### src/rtl/multicycle_controller.sv
// Multi-cycle control unit: FETCH/DECODE/EXEC/MEM/WB sequencing of the
// 19-bit (or wider) ISA, with ready handshakes on instruction and data
// memory, return-stack occupancy tracking, a halt state and sticky faults.
module multicycle_controller #(
  parameter int INSTR_W     = 19,
  parameter int STACK_DEPTH = 8,
  parameter int SL_W        = $clog2(STACK_DEPTH + 1)
) (
  input  logic               clk,
  input  logic               rst,
  input  logic [INSTR_W-1:0] instr_in,
  input  logic               instr_ready,
  input  logic               mem_ready,
  input  logic               zero,
  input  logic               carry,
  output logic               instr_req,
  output logic               ir_write,
  output logic               pc_write,
  output logic [1:0]         pc_src,
  output logic               reg2_read_source,
  output logic               alu_src,
  output logic               mem_or_alu,
  output logic               is_shift,
  output logic               update_z_c,
  output logic               reg_write_signal,
  output logic               mem_read,
  output logic               mem_write,
  output logic               stack_push,
  output logic               stack_pop,
  output logic [2:0]         acode,
  output logic [1:0]         scode,
  output logic               halted,
  output logic [1:0]         fault,
  output logic [SL_W-1:0]    stack_level
);

  // Opcode fields are counted down from the MSB so wider words keep the
  // same encoding in their top bits.
  localparam int M = INSTR_W - 1;
  localparam logic [SL_W-1:0] DEPTH_L = SL_W'(STACK_DEPTH);

  typedef enum logic [2:0] {
    S_FETCH,
    S_DECODE,
    S_EXEC,
    S_MEM,
    S_WB,
    S_HALT,
    S_ERROR
  } state_t;

  typedef enum logic [3:0] {
    C_R,
    C_IMM,
    C_SHIFT,
    C_LOAD,
    C_STORE,
    C_BRANCH,
    C_JMP,
    C_JSB,
    C_RET,
    C_HALT,
    C_ILLEGAL
  } iclass_t;

  typedef enum logic [1:0] {
    F_NONE      = 2'b00,
    F_OVERFLOW  = 2'b01,
    F_UNDERFLOW = 2'b10,
    F_ILLEGAL   = 2'b11
  } fault_t;

  state_t          state_q, state_d;
  logic [INSTR_W-1:0] ir_q;
  logic [SL_W-1:0] level_q, level_d;
  fault_t          fault_q, fault_d;
  iclass_t         iclass;
  logic            branch_taken;

  // Datapath selects that depend only on the instruction class; they are
  // driven in EXEC and held unchanged through WB.
  logic [2:0]      op_acode;
  logic [1:0]      op_scode;
  logic            op_shift;
  logic            op_alu_src;

  // Classify the instruction register into one of the ISA classes.
  always_comb begin
    // NOTE: every always_comb output gets a default first; a path that
    // leaves a signal unassigned would otherwise infer a latch.
    iclass = C_ILLEGAL;
    if (&ir_q) begin
      iclass = C_HALT;
    end else if (ir_q[M -: 2] == 2'b00) begin
      iclass = C_R;
    end else if (ir_q[M -: 2] == 2'b01) begin
      iclass = C_IMM;
    end else if (ir_q[M -: 3] == 3'b110) begin
      iclass = C_SHIFT;
    end else if (ir_q[M -: 3] == 3'b100) begin
      // Sub-op 00 is load, 01 is store; anything else is not an access.
      if (ir_q[M-2 -: 2] == 2'b00) begin
        iclass = C_LOAD;
      end else if (ir_q[M-2 -: 2] == 2'b01) begin
        iclass = C_STORE;
      end else begin
        iclass = C_ILLEGAL;
      end
    end else if (ir_q[M -: 3] == 3'b101) begin
      iclass = C_BRANCH;
    end else if (ir_q[M -: 4] == 4'b1110) begin
      iclass = ir_q[M-4] ? C_JSB : C_JMP;
    end else if (ir_q[M -: 6] == 6'b111100) begin
      iclass = C_RET;
    end
  end

  // Evaluate the branch condition against the live datapath flags.
  always_comb begin
    branch_taken = 1'b0;
    unique case (ir_q[M-2 -: 2])
      2'b00:   branch_taken = zero;
      2'b01:   branch_taken = ~zero;
      2'b10:   branch_taken = carry;
      2'b11:   branch_taken = ~carry;
      default: branch_taken = 1'b0;
    endcase
  end

  // Per-class ALU/shifter selects shared by EXEC and WB.
  always_comb begin
    op_acode   = 3'b000;
    op_scode   = 2'b00;
    op_shift   = 1'b0;
    op_alu_src = 1'b0;
    unique case (iclass)
      C_R: begin
        op_acode = ir_q[M-2 -: 3];
      end
      C_IMM: begin
        op_acode   = ir_q[M-2 -: 3];
        op_alu_src = 1'b1;
      end
      C_SHIFT: begin
        op_shift = 1'b1;
        op_scode = ir_q[M-3 -: 2];
      end
      C_LOAD, C_STORE: begin
        op_alu_src = 1'b1;
      end
      default: begin
      end
    endcase
  end

  // Next-state, stack/fault bookkeeping and all control outputs. Reset
  // silences every output so an aborted access emits no write strobe.
  always_comb begin
    state_d          = state_q;
    level_d          = level_q;
    fault_d          = fault_q;
    instr_req        = 1'b0;
    ir_write         = 1'b0;
    pc_write         = 1'b0;
    pc_src           = 2'b00;
    reg2_read_source = 1'b0;
    alu_src          = 1'b0;
    mem_or_alu       = 1'b0;
    is_shift         = 1'b0;
    update_z_c       = 1'b0;
    reg_write_signal = 1'b0;
    mem_read         = 1'b0;
    mem_write        = 1'b0;
    stack_push       = 1'b0;
    stack_pop        = 1'b0;
    acode            = 3'b000;
    scode            = 2'b00;
    halted           = 1'b0;
    fault            = 2'b00;
    stack_level      = '0;

    if (!rst) begin
      fault       = fault_q;
      stack_level = level_q;

      unique case (state_q)
        S_FETCH: begin
          instr_req = 1'b1;
          if (instr_ready) begin
            ir_write = 1'b1;
            pc_write = 1'b1;
            pc_src   = 2'b00;
            state_d  = S_DECODE;
          end
        end

        S_DECODE: begin
          unique case (iclass)
            C_HALT: state_d = S_HALT;
            C_ILLEGAL: begin
              state_d = S_ERROR;
              fault_d = F_ILLEGAL;
            end
            default: state_d = S_EXEC;
          endcase
        end

        S_EXEC: begin
          acode    = op_acode;
          scode    = op_scode;
          is_shift = op_shift;
          alu_src  = op_alu_src;
          unique case (iclass)
            C_R, C_IMM, C_SHIFT: begin
              update_z_c = 1'b1;
              state_d    = S_WB;
            end
            C_LOAD, C_STORE: begin
              reg2_read_source = 1'b1;
              state_d          = S_MEM;
            end
            C_BRANCH: begin
              if (branch_taken) begin
                pc_write = 1'b1;
                pc_src   = 2'b11;
              end
              state_d = S_FETCH;
            end
            C_JMP: begin
              pc_write = 1'b1;
              pc_src   = 2'b01;
              state_d  = S_FETCH;
            end
            C_JSB: begin
              if (level_q < DEPTH_L) begin
                stack_push = 1'b1;
                pc_write   = 1'b1;
                pc_src     = 2'b01;
                level_d    = level_q + SL_W'(1);
                state_d    = S_FETCH;
              end else begin
                fault_d = F_OVERFLOW;
                state_d = S_ERROR;
              end
            end
            C_RET: begin
              if (level_q != '0) begin
                stack_pop = 1'b1;
                pc_write  = 1'b1;
                pc_src    = 2'b10;
                level_d   = level_q - SL_W'(1);
                state_d   = S_FETCH;
              end else begin
                fault_d = F_UNDERFLOW;
                state_d = S_ERROR;
              end
            end
            default: begin
              // Halt/illegal never reach EXEC; trap defensively.
              fault_d = F_ILLEGAL;
              state_d = S_ERROR;
            end
          endcase
        end

        S_MEM: begin
          reg2_read_source = 1'b1;
          alu_src          = 1'b1;
          if (iclass == C_LOAD) begin
            mem_read = 1'b1;
            if (mem_ready) state_d = S_WB;
          end else begin
            mem_write = 1'b1;
            if (mem_ready) state_d = S_FETCH;
          end
        end

        S_WB: begin
          reg_write_signal = 1'b1;
          mem_or_alu       = (iclass != C_LOAD);
          acode            = op_acode;
          scode            = op_scode;
          is_shift         = op_shift;
          alu_src          = op_alu_src;
          state_d          = S_FETCH;
        end

        S_HALT: begin
          halted = 1'b1;
        end

        S_ERROR: begin
        end

        default: begin
          state_d = S_FETCH;
        end
      endcase
    end
  end

  // State, instruction register, stack occupancy and sticky fault.
  always_ff @(posedge clk) begin
    // NOTE: sequential state uses non-blocking assignments so every
    // register samples the pre-edge values of the others.
    if (rst) begin
      state_q <= S_FETCH;
      ir_q    <= '0;
      level_q <= '0;
      fault_q <= F_NONE;
    end else begin
      state_q <= state_d;
      level_q <= level_d;
      fault_q <= fault_d;
      if (ir_write) ir_q <= instr_in;
    end
  end

endmodule

### config.mk
export PLATFORM = sky130hd
export DESIGN_NAME = multicycle_controller
export DESIGN_NICKNAME = d
export VERILOG_FILES = /design/src/rtl/multicycle_controller.sv
export SDC_FILE = /design/constraint.sdc
export NUM_CORES = 1
export LEC_CHECK = 0
export CORE_ASPECT_RATIO = 1.2
export CORE_MARGIN = 10
export CORE_UTILIZATION = 47
export CTS_CLUSTER_DIAMETER = 30
export DETAILED_ROUTE_END_ITERATION = 12
export MAX_ROUTING_LAYER = met4
export PLACE_DENSITY = 0.8
export SLEW_MARGIN = 25
export SYNTH_ARGS = -nofsm -noshare
export SYNTH_HDL_FRONTEND = slang
export SYNTH_SLANG_ARGS = --single-unit
### constraint.sdc
create_clock -name clk -period 2.9 [get_ports clk]
set_input_delay 0.29 -clock clk [delete_from_list [all_inputs] [get_ports clk]]
set_output_delay 0.29 -clock clk [all_outputs]
set_load 0.005 [all_outputs]
## Word level (Yosys, flattened, before mapping)

Cells that the tools add are included.
Widths: inputs -> output; s select.

| operators by class | value |
|---|---|
| $add $sub $neg | 2 |
| multipliers | 0 |
| divide/modulo/power cells | 0 |
| order comparisons | 1 |
| eq/ne operators | 34 |
| shift-type cells | 0 |
| multiplexer cells | 84 |
| bitwise gates (word level) | 3 |
| reductions and logical operators | 19 |

Operators with widths:

| kind | count |
|---|---|
| $mux 4 | 12 |
| $mux 1 | 39 |
| $pmux 3 s5 | 2 |
| $mux 3 | 9 |
| $mux 2 | 12 |
| $reduce_and 19->1 | 1 |
| $eq 3x3->1 const B | 6 |
| $eq 4x3->1 const B | 4 |
| $eq 4x4->1 const B | 4 |
| $ne 2x2->1 const B | 6 |
| $reduce_or 2->1 | 5 |
| $eq 4x2->1 const B | 2 |
| $pmux 1 s4 | 2 |
| $pmux 2 s4 | 1 |
| $pmux 4 s2 | 1 |
| $reduce_or 7->1 | 1 |
| $eq 3x2->1 const B | 2 |
| $eq 6x6->1 const B | 1 |
| $ne 3x3->1 const B | 2 |
| $pmux 1 s2 | 3 |
| $pmux 2 s3 | 1 |
| $pmux 3 s2 | 1 |
| $reduce_or 3->1 | 2 |
| $reduce_and 5->1 | 1 |
| other kinds (17) | 23 |

| storage, ports and cells | value |
|---|---|
| flip-flop bits (word level) | 28 |
| bits in latches | 0 |
| bits in writable memories | 0 |
| memory bits (read-only) | 0 |
| input bits | 25 |
| word-level logic and storage cells | 147 |
| memories | 0 |

## Depth between registers and ports, before layout

| depth | value |
|---|---|
| word-level depth | 14 |
| gate-level depth with buffers | 10 |

## Worst setup path before layout

OpenSTA, ideal clock, no wires.

| timing path | value |
|---|---|
| path type | flip-flop to flip-flop |
| from | register ir_q[18] |
| to | register level_q[3] |
| library setup time | 0.059 ns |
| arrival | 2.031 ns |
| setup slack | 0.810 ns |
| cell stages (with the launch flop) | 11 |
| clock period less this slack | 2.090 ns |
| path through | dfxtp_1 and4_1 buf_2 nand2_1 inv_1 ha_1 a21o_1 a21oi_1 xnor2_1 or4_1 nand2_1 |

| between the ends | value |
|---|---|
| longest elaborated chain between the ends | 12 |
| elaborated cells between the ends (all ways) | 23 |

RTL lines:

| what | RTL line | text |
|---|---|---|
| start, declared | 74 | `logic [INSTR_W-1:0] ir_q;` |
| start signal, assigned | 315 | `if (ir_write) ir_q <= instr_in;` |
| $eq 6x6->1 | 113 | `end else if (ir_q[M -: 6] == 6'b111100) begin` |
| $mux 2 | 113 |  |
| $mux 4 | 111 | `end else if (ir_q[M -: 4] == 4'b1110) begin` |
| $mux 4 | 109 | `end else if (ir_q[M -: 3] == 3'b101) begin` |
| $mux 4 | 100 | `end else if (ir_q[M -: 3] == 3'b100) begin` |
| $mux 4 | 98 | `end else if (ir_q[M -: 3] == 3'b110) begin` |
| $mux 4 | 96 | `end else if (ir_q[M -: 2] == 2'b01) begin` |
| $mux 4 | 94 | `end else if (ir_q[M -: 2] == 2'b00) begin` |
| $mux 4 * | 92 | `if (&ir_q) begin` |
| $eq 4x4->1 / $eq 4x3->1 (equally long branches) | 213 | `unique case (iclass)` |
| $ne 2x2->1 (no source line) / $reduce_bool 2->1 (equally long branches) | - |  |
| $reduce_and 4->1 (no source line) | - |  |
| end signal, assigned | 313 | `level_q <= level_d;` |
| end, declared | 75 | `logic [SL_W-1:0] level_q, level_d;` |

Mark *: on every way between the ends. The rest lies on a longest branch, timed or not.
A chain may end at the register's enable or synchronous reset.

## Worst setup path after layout

| timing path | value |
|---|---|
| from | register ir_q[14] |
| to | output scode[1] |

| between the ends | value |
|---|---|
| longest elaborated chain between the ends | 13 |
| elaborated cells between the ends (all ways) | 15 |

RTL lines:

| what | RTL line | text |
|---|---|---|
| $eq 6x6->1 | 113 |  |
| $mux 2 | 113 |  |
| $mux 4 | 111 |  |
| $mux 4 | 109 |  |
| $mux 4 | 100 |  |
| $mux 4 | 98 |  |
| $mux 4 | 96 |  |
| $mux 4 | 94 |  |
| $mux 4 * | 92 |  |
| $eq 4x2->1 * | 136 | `unique case (iclass)` |
| $mux 2 * | 136 |  |
| $mux 2 * | 186 | `unique case (state_q)` |
| $mux 2 * | 182 | `if (!rst) begin` |
| end, declared | 31 | `output logic [1:0] scode,` |

Marked as above.

==> reports/metrics.cfg <==
[run_status]
status=completed

[critical_path]
arrival_ns=2.36
critPathRequiredTime_ns=2.61
max_stage_delay_ns=0.49
critPathMaxFanout=12
crit_family=simple AND/OR/NAND/NOR gates
worstSetupEndpointType=output pin
crit_buf_inv=1
critPathKind=reg2out
crit_chain=or2_2 -> o22ai_1 -> a211oi_1 -> nor3b_1 -> and2_1 -> clkdlybuf4s50_1
crit_slowest_cell=clkdlybuf4s50_1
crit_path_start_kind=flip-flop

[grt]
top_usage_layer=met2
antenna_found_initial=0
use_met3=0.02632
grt_pass1_wl_mm=7.824
overflow=0
use_met2=0.2486
grt_use_total=0.1509
grt_max_degree=23
grtUsageMet1=0.1763
grt_pass1_vias=1744

[routing]
firstDrtPassIters=4
routed_wl_mm=4.776
drc=0
routedWlPerCell_um=14.65
dr_total_vias=1828
vias_per_cell=5.607
drt_iter0_markers=131
final_antenna_net_count=0

[sta]
min_period_ns=2.652
fmax_mhz=377.1
hold_violations=0
rsz0062_at_grt=no
hold_slack_ns=0.4624
slew_violations=0
setup_viol=0
maxSlewHeadroom=0.6961
fin_ws_ns=0.2482
fin_skew_ns=0.001694
fin_crit_sh=0.9144
fin_tns_setup_ns=0
worstMarginPinSlew_ns=0.4552

[floorplanning]
ios=52
core_area_sq_um=3603
die_y_um=86.40
start_util=0.4792
num_rows=24
die_w_um=75.33
die_area_sq_um=6508

[placed_design]
place_ws_ns=0.4194
dp_hpwl_mm=3.679
gp_congestion=0.8711
port_buffers=50
dpl_cell_area_sq_um=2288

[synth]
synthCells=238
syn_avg_cell_area_sq_um=7.255
yosysWarnings=0
synthArstFlopShare=0
synth_edf_count=0
synth_flop_cell=dfxtp_1
ys_seq_area_frac=0.3246
ys_seq_elements=28
synth_cell_types=47
synth_area_sq_um=1727
synth_nets=266

[power_and_ir_drop]
p_leak_uw=0.0009426
peakVddDrop_v=0.0003291
p_per_area_nw_per_um2=410.6

[cells_and_area]
areaGrowthSynthToFinish_pct=36.74
final_nets=316
drive_gt1_frac=0.07666
multi_input_area_sq_um=1066
fillers=346
ff_latch_area_sq_um=561.8
num_antenna_cells=0
fin_area_sq_um=2361

[clock_tree]
h-tree-depth=1
clk_pin_slew_ns=0.10
cts-root-buf=clkbuf_8
cts_buffer_depth=2
clock_latency_ns=0.28
cts_tree=yes
cts_buffers=3
clock-sinks=28

[min_path]
hp-class=reg2reg

[run]
cap_violations=0

==> per-layer routing <==
layer / vias up / share of wire / wire length [um]
met5: - / 0 / 0
met2: 52 / 0.49 / 2327
li1: 935 / - / -
met4: 0 / 0.014 / 65
met1: 836 / 0.44 / 2105
met3: 5 / 0.058 / 278
==> what timing repair did <==
item,4_1_cts,5_1_grt
hold buffers,0,0
endpoints found under the setup margin,0,4
gates resized for setup,0,1
buffers inserted,0,0
==> kinds of logic (layout without fill, tap and decap cells) <==
| kind of cell | after synthesis | after routing | share of synthesized area |
|---|---|---|---|
| buf+inv | 26 | 75 | 0.05797 |
| fa+ha+maj | 3 | 3 | 0.02609 |
| flops | 28 | 28 | 0.3246 |
| compound gates | 45 | 45 | 0.1783 |
| simple gates | 126 | 126 | 0.3580 |
| xor+xnor | 5 | 5 | 0.02536 |
| mux | 5 | 5 | 0.02971 |
==> cell usage after synthesis, drive strengths merged (2+ instances only) <==
library cell | count | area [sq um]
nand2 | 50 | 190.2
dfxtp | 28 | 560.5
nand3 | 22 | 115.1
nor2 | 15 | 56.30
inv | 11 | 41.29
o21ai | 10 | 50.05
a21oi | 8 | 40.04
clkbuf | 8 | 30.03
nor2b | 7 | 43.79
buf | 6 | 25.02
and2 | 5 | 31.28
nor3 | 5 | 25.02
xnor2 | 5 | 43.79
a31oi | 4 | 25.02
mux2i | 4 | 40.04
nand2b | 4 | 25.02
nand4 | 4 | 25.02
o31ai | 4 | 30.03
a211oi | 3 | 22.52
nor4 | 3 | 18.77
o22ai | 3 | 18.77
or4 | 3 | 22.52
a21o | 2 | 15.01
a221oi | 2 | 17.52
ha | 2 | 25.02
o21a | 2 | 15.01
or3 | 2 | 17.52
==> power by group <==
| group | internal, uW | switching (uW) |
|---|---|---|
| registers | 415 | 29.4 |
| logic | 102 | 113 |
| clock network | 185 | 126 |
==> registers in the layout (all words and copies together), names as in the netlist <==
name     cells
ir_q        19
level_q      4
state_q      3
fault_q      2
==> path summary, 6_finish.rpt <==
kind	slack, ns	start	endpoint	depth (start not counted)
setup / recovery	0.25	ir_q[14]	scode[1]	6
hold / removal	0.46	ir_q[6]	ir_q[6]	2
setup reg to reg	0.41	ir_q[18]	level_q[3]	9
hold reg to reg	0.46	ir_q[6]	ir_q[6]	2
==> worst min-delay path: cells and delay by family, from the launching register on <==
family	cells	cell delay (ns)
DFF	1	0.32
and+or+nand+nor	2	0.11
==> cells in the final DEF, fill, tap and decap left out, types with 2 or more instances in the layout <==
master | netlist | final
o22ai_1 | 3 | 3
nand2b_1 | 4 | 4
nor3_1 | 5 | 5
a31oi_1 | 4 | 4
clkdlybuf4s50_1 | 0 | 50
nand3_1 | 21 | 21
nor4_1 | 3 | 3
o21ai_0 | 10 | 10
or4_1 | 3 | 3
a21oi_1 | 8 | 8
nor2b_1 | 7 | 7
clkbuf_8 | 0 | 3
o21a_1 | 2 | 2
a21o_1 | 2 | 2
mux2i_1 | 4 | 4
inv_1 | 11 | 11
xnor2_1 | 5 | 5
and2_1 | 5 | 5
ha_1 | 2 | 2
nand4_1 | 4 | 4
o31ai_1 | 4 | 4
a221oi_1 | 2 | 2
nand2_1 | 49 | 49
dfxtp_1 | 28 | 27
a211oi_1 | 3 | 3
nor2_1 | 15 | 15
buf_4 | 0 | 9
==> final cells by class <==
cell class                 instances  area share
clock buffer                       3     0.01749
multi-input combinational        184      0.4515
tap                               39     0.02067
timing repair buffer              59      0.2406
inverter                          12     0.01908
clock inverter                     1     0.01272
sequential                        28      0.2379
==> metrics by stage <==
stage,instances,power [uW],util
final,326,969.5,0.6552
after global routing,326,1020,0.6552
after CTS,326,973.3,0.6549
after detailed placement,322,665.6,0.6351
after global placement,322,660.5,0.6351
after floorplan,238,572.8,-
No activity file was read; power rests on OpenSTA's default activity.
